--- config.mk ---
export PLATFORM = sky130hd
export DESIGN_NAME = frame_collision_detector
export DESIGN_NICKNAME = d
export VERILOG_FILES = /design/src/rtl/frame_collision_detector.sv
export SDC_FILE = /design/constraint.sdc
export NUM_CORES = 1
export LEC_CHECK = 0
export CORE_MARGIN = 2
export CORE_UTILIZATION = 38
export DETAILED_ROUTE_END_ITERATION = 7
export GPL_ROUTABILITY_DRIVEN = 0
export PLACE_DENSITY_LB_ADDON = 0.1
export REMOVE_ABC_BUFFERS = 1
export SETUP_SLACK_MARGIN = 0.4
export SYNTH_ARGS = -nofsm -noshare
export SYNTH_HDL_FRONTEND = slang
export SYNTH_SLANG_ARGS = --single-unit
--- constraint.sdc ---
create_clock -name clk -period 1.7 [get_ports clk]
set_clock_uncertainty 0.15 [all_clocks]
set_input_delay 0.255 -clock clk [delete_from_list [all_inputs] [get_ports clk]]
set_output_delay 0.255 -clock clk [all_outputs]
set_load 0.03 [all_outputs]
--- src/rtl/frame_collision_detector.sv ---
// Per-pair overlap detector for NUM_OBJ drawing requests with per-frame hit pulses and a summary handshake.
// Optional per-pair pixel counters are built when COLLISION_PIXEL_COUNT_EN is defined.
module frame_collision_detector #(
    parameter int NUM_OBJ = 4,
    localparam int NUM_PAIRS = NUM_OBJ * (NUM_OBJ - 1) / 2,
    parameter logic [NUM_PAIRS-1:0] PAIR_EN = '1,
    parameter int CNT_W = 8
) (
    input  logic                       clk,
    input  logic                       reset,
    input  logic                       startOfFrame,
    input  logic [NUM_OBJ-1:0]         draw_req,
    output logic [NUM_PAIRS-1:0]       collision_raw,
    output logic [NUM_PAIRS-1:0]       hit_pulse,
    output logic [NUM_PAIRS-1:0]       summary,
    output logic                       summary_valid,
    input  logic                       summary_ack,
    output logic                       summary_ovf,
    output logic [NUM_PAIRS*CNT_W-1:0] hit_count
);

    logic [NUM_PAIRS-1:0] seen_q, seen_d;
    logic [NUM_PAIRS-1:0] acc_q, acc_d;
    logic [NUM_PAIRS-1:0] hit_pulse_q, hit_pulse_d;
    logic [NUM_PAIRS-1:0] summary_q, summary_d;
    logic                 summary_valid_q, summary_valid_d;
    logic                 summary_ovf_q, summary_ovf_d;
    logic                 new_summary_nz;

    // Pair (gi,gj), gi<gj, maps to its lexicographic index.
    genvar gi, gj;
    generate
        for (gi = 0; gi < NUM_OBJ - 1; gi++) begin : g_row
            for (gj = gi + 1; gj < NUM_OBJ; gj++) begin : g_col
                localparam int P = gi * (2 * NUM_OBJ - gi - 1) / 2 + (gj - gi - 1);
                assign collision_raw[P] = draw_req[gi] & draw_req[gj] & PAIR_EN[P];
            end
        end
    endgenerate

    assign new_summary_nz = |acc_q;

    always_comb begin
        seen_d          = seen_q | collision_raw;
        acc_d           = acc_q | collision_raw;
        hit_pulse_d     = collision_raw & ~seen_q;
        summary_d       = summary_q;
        summary_valid_d = summary_valid_q;
        summary_ovf_d   = summary_ovf_q;
        if (startOfFrame) begin
            // The boundary cycle already belongs to the new frame.
            seen_d      = collision_raw;
            acc_d       = collision_raw;
            hit_pulse_d = collision_raw;
            summary_d   = acc_q;
        end
        if (startOfFrame && new_summary_nz) begin
            summary_valid_d = 1'b1;
            if (summary_valid_q && !summary_ack) begin
                summary_ovf_d = 1'b1;
            end
        end else if (summary_ack) begin
            summary_valid_d = 1'b0;
        end
    end

    always_ff @(posedge clk or posedge reset) begin
        if (reset) begin
            seen_q          <= '0;
            acc_q           <= '0;
            hit_pulse_q     <= '0;
            summary_q       <= '0;
            summary_valid_q <= 1'b0;
            summary_ovf_q   <= 1'b0;
        end else begin
            seen_q          <= seen_d;
            acc_q           <= acc_d;
            hit_pulse_q     <= hit_pulse_d;
            summary_q       <= summary_d;
            summary_valid_q <= summary_valid_d;
            summary_ovf_q   <= summary_ovf_d;
        end
    end

    assign hit_pulse     = hit_pulse_q;
    assign summary       = summary_q;
    assign summary_valid = summary_valid_q;
    assign summary_ovf   = summary_ovf_q;

`ifdef COLLISION_PIXEL_COUNT_EN
    logic [CNT_W-1:0] cnt_q [NUM_PAIRS];
    logic [CNT_W-1:0] cnt_d [NUM_PAIRS];
    logic [CNT_W-1:0] hit_count_q [NUM_PAIRS];
    logic [CNT_W-1:0] hit_count_d [NUM_PAIRS];

    generate
        for (gi = 0; gi < NUM_PAIRS; gi++) begin : g_cnt
            always_comb begin
                cnt_d[gi]       = cnt_q[gi];
                hit_count_d[gi] = hit_count_q[gi];
                if (startOfFrame) begin
                    hit_count_d[gi] = cnt_q[gi];
                    cnt_d[gi]       = collision_raw[gi] ? CNT_W'(1) : '0;
                end else if (collision_raw[gi] && (cnt_q[gi] != {CNT_W{1'b1}})) begin
                    cnt_d[gi] = cnt_q[gi] + CNT_W'(1);
                end
            end

            always_ff @(posedge clk or posedge reset) begin
                if (reset) begin
                    cnt_q[gi]       <= '0;
                    hit_count_q[gi] <= '0;
                end else begin
                    cnt_q[gi]       <= cnt_d[gi];
                    hit_count_q[gi] <= hit_count_d[gi];
                end
            end

            assign hit_count[gi*CNT_W +: CNT_W] = hit_count_q[gi];
        end
    endgenerate
`else
    assign hit_count = {(NUM_PAIRS * CNT_W){1'b0}};
`endif

endmodule

# Yosys cells after proc, flatten, opt, wreduce, memory -nomap -nowiden
# Index checks and enable logic that the tools add are counted.
[word_totals] register_bits=26 latch_bits=0 ram_bits=0 romBits=0 input_bits=8 n_memories=0
[classes] add_sub_neg=0 multipliers=0 div=0 order_cmp=0 eq_ne=0 shifts=0 muxes=5 bitwise_logic=10 reduce_logical=6
[op_table] operator="two-way mux 6 bit" n=3
[op_table] operator="OR 6 bit" n=2
[op_table] operator="AND 1 bit" n=6
[op_table] operator="AND 6 bit" n=1
[op_table] operator="inverter 6 bit" n=1
[op_table] operator="OR reduction 6 bit" n=1
[op_table] operator="logical AND 1 bit" n=2
[op_table] operator="two-way mux 1 bit" n=2
[op_table] operator="AND reduction 2 bit" n=1
[op_table] operator="nonzero test 2 bit" n=1
[op_table] operator="zero test 1 bit" n=1

# Logic depth before layout (Yosys ltp)
[depth] ltp_word=3 depth_mapped=4

# Worst setup path after synthesis
# Ideal clock, no wire load.
[synth_path] kind="reg2reg" start="reg acc_q[0]" end="reg summary_ovf_q (netlist: summary_ovf)" arrival_time_ps=1154 t_required_ps=1426 setup_slack_ps=272 path_stages_with_launch=4 cell_sequence="dfrtp_1 -> or4_4 -> o31ai_4 -> o21bai_1"
[synth_between] elab_chain_len=3
[synth_lines] element="start: declaration" line="23" source="logic [NUM_PAIRS-1:0] acc_q, acc_d;"
[synth_lines] element="start signal: assignment" line="70" source="acc_q <= '0;"
[synth_lines] element="start signal: assignment" line="77" source="acc_q <= acc_d;"
[synth_lines] element="OR reduction 6 bit" line="41" source="assign new_summary_nz = |acc_q;"
[synth_lines] element="logical AND 1 bit" line="57" source="if (startOfFrame && new_summary_nz) begin"
[synth_lines] element="AND reduction 2 bit (no source line)"
[synth_lines] element="end signal: assignment" line="81" source="summary_ovf_q <= summary_ovf_d;"
[synth_lines] element="end: declaration" line="27" source="logic summary_ovf_q, summary_ovf_d;"
# Every way passes these cells.
# A chain may end at the register's enable or synchronous reset.

# Final worst setup path
# Same ends and word-level chain as after synthesis.

==> run summary <==
Worst setup margin - 0.206 ns
Vias in the first global route - 719
P_leak - 0.899 nW
Post-Place Setup Slack - 0.151 ns
# IOs - 76
Area Growth Syn to Fin - 20.3%
PortBufs - 27
Crit end category - register
First-pass GRT wire length - 3440 µm
Initial core utilization - 0.394
Final HPWL DP - 1500 µm
CTS Hold Bufs - 0
FF+latch count, synth - 26
Final Util - 0.474
Iter 0 DRT Violations - 36
Fmax achieved - 0.670 GHz
Pwr/cell area - 979 nW/µm²
Yosys warning total - 0
Worst Path Required - 1.76 ns
Type of origin of the critical path - register
Post-Syn Instances - 120
Wl on met1 - 850 µm
Vias per cell - 3.86
Crit-path cells - or4_4 > o31ai_4 > o21bai_1
Setup CP Type - register to register
Post-layout minimum cycle time - 1.49 ns
Worst hold slack - 0.129 ns
Largest net degree at the start of global routing - 27
Final Max Slew Viols - 0
RSZ-0062 raised after global routing - true
Initial antenna violation count - 0
WL final - 2000 µm
DR WL/cell - 9.92 µm
Final period utilization - 0.879
Worst Path Max Fanout - 2
Die Y - 62.8 µm
Post-DRT Antenna Nets - 0
Cell Area, Synth - 1320 µm²
Worst EP arrival - 1.55 ns
Die Wd - 62.8 µm
Synth cell types - 15
Post-synthesis sequential area ratio - 0.495
Metal2 WL - 889 µm
Final setup violation count - 0
Total number of vias - 780
Clk buf depth - 2
Clock sink total - 26
Fin Setup TNS - 0 ns
Max-cap violations - 0
Clk_lat worst skew - 0.32 ns
Final instance area - 1580 µm²
Clk slew on worst S/H paths - 0.15 ns
# diodes - 0
Hold crit path type - input port to async pin
GRT Total Usage - 0.111
CP top delay family - simple AND/OR/NAND/NOR gates
Crit-path slowest cell - or4_4
Bufs and invs on worst path - 0
Clock root buffer master - clkbuf_4
H-Tree Depth - 1
Nets - 165
Full die area - 3950 µm²
Placed cell area - 1450 µm²
Highest Signal Layer - met4
DRC - 0
Crit path largest cell delay - 0.55 ns
Status - finished, final reports clean
VDD IR-drop max - 0.324 mV
DR WL met3 - 233 µm
Core ar. - 3340 µm²
Row cnt - 21
TritonRoute pass-1 iters - 3
Layout cell share with drive strength beyond 1 - 0.288
TritonCTS clock tree - yes
CTS buffer count - 3
Final Hold Viols - 0
Grt total ovfl - 0
Post-synthesis average cell area - 11.0 µm²
-- registers in the layout, indices dropped and copies added (netlist names) --
signal / count
summary_ovf: 1
summary_valid: 1
seen_q: 6
hit_pulse: 6
summary: 6
acc_q: 6
-- cells in the mapped netlist, drive strengths merged --
library cell	number	area share
conb	1	0.0029
buf	50	0.28
a21o	12	0.069
or4	1	0.0086
o31ai	1	0.016
nand2	7	0.020
nand2b	1	0.0048
mux2	6	0.051
dfrtp	26	0.49
o21bai	1	0.0057
inv	8	0.023
a21oi	6	0.023
-- per-layer routing --
metal	GRT usage	up-vias
met5	0	-
met4	0.0583	0
met3	0.0342	2
met2	0.176	56
met1	0.136	363
li1	-	359
-- layout by cell type, fill, tap and decap left out --
cell and instances:
clkbuf_4 3, clkbuf_2 1, bufinv_16 1, dfrtp_1 26, nand2_1 5, buf_4 8, clkdlybuf4s50_1 3, nand2_2 2
o21bai_1 1, nand2b_1 1, dlygate4sd2_1 3, buf_6 19, mux2_1 4, conb_1 48, mux2_2 2, a21o_1 12
inv_1 1, clkdlybuf4s15_1 1, inv_2 7, a21oi_1 6, or4_4 1, o31ai_4 1
-- report_power, final --
group	internal (mW)	leakage [nW]	switching, mW
logic	0.133	0.554	0.290
registers	0.673	0.318	0.0347
clock network	0.238	0.0279	0.181
-- metrics by stage --
step                      power, mW  instances
after floorplan               0.995        117
after global placement         1.11        192
after detailed placement       1.11        192
after CTS                      1.56        201
after global routing           1.63        202
final                          1.55        202
-- logic make-up (layout without fill, tap and decap cells) --
| kind of cell | Yosys count | after routing | share of synthesized area |
|---|---|---|---|
| multiplexers | 6 | 6 | 0.0514 |
| flip-flops | 26 | 26 | 0.495 |
| AND/OR/NAND/NOR | 9 | 9 | 0.0333 |
| other | 1 | 48 | 0.00285 |
| buffers and inverters | 58 | 47 | 0.304 |
| AO/OA/AOI/OAI | 20 | 20 | 0.113 |
-- tightest hold or removal path, stage by stage --
cell	delay [ns]
clkdlybuf4s50_1	0.40
inv_1	0.06
buf_4	0.31
-- repair_timing --
| action | 4_1_cts | 5_1_grt |
|---|---|---|
| buffers inserted | 5 | 1 |
| pin swaps | 1 | 1 |
| endpoints found under the setup margin | 22 | 17 |
| gates resized for setup | 102 | 14 |
-- area by class of cell --
class                      instances  area (µm²)
clock inverter                     1        30.0
fill                             335        1760
clock buffer                       3        22.5
inverter                           8        30.0
multi-input combinational         83         445
tap                               46        57.6
timing repair buffer              35         345
sequential                        26         651
-- worst paths after layout --
kind	from	endpoint	slack (ns)	cells past startpoint
worst max-delay path	acc_q[0]	summary_ovf	0.21	3
worst min-delay path	reset	hit_pulse[3]	0.13	3
worst max register to register	acc_q[0]	summary_ovf	0.21	3
worst min register to register	seen_q[4]	hit_pulse[4]	0.30	1
max in group asynchronous	reset	acc_q[5]	1.01	3
min in group clk	draw_req[2]	hit_pulse[3]	0.18	3
No activity file was read; power rests on OpenSTA's default activity.
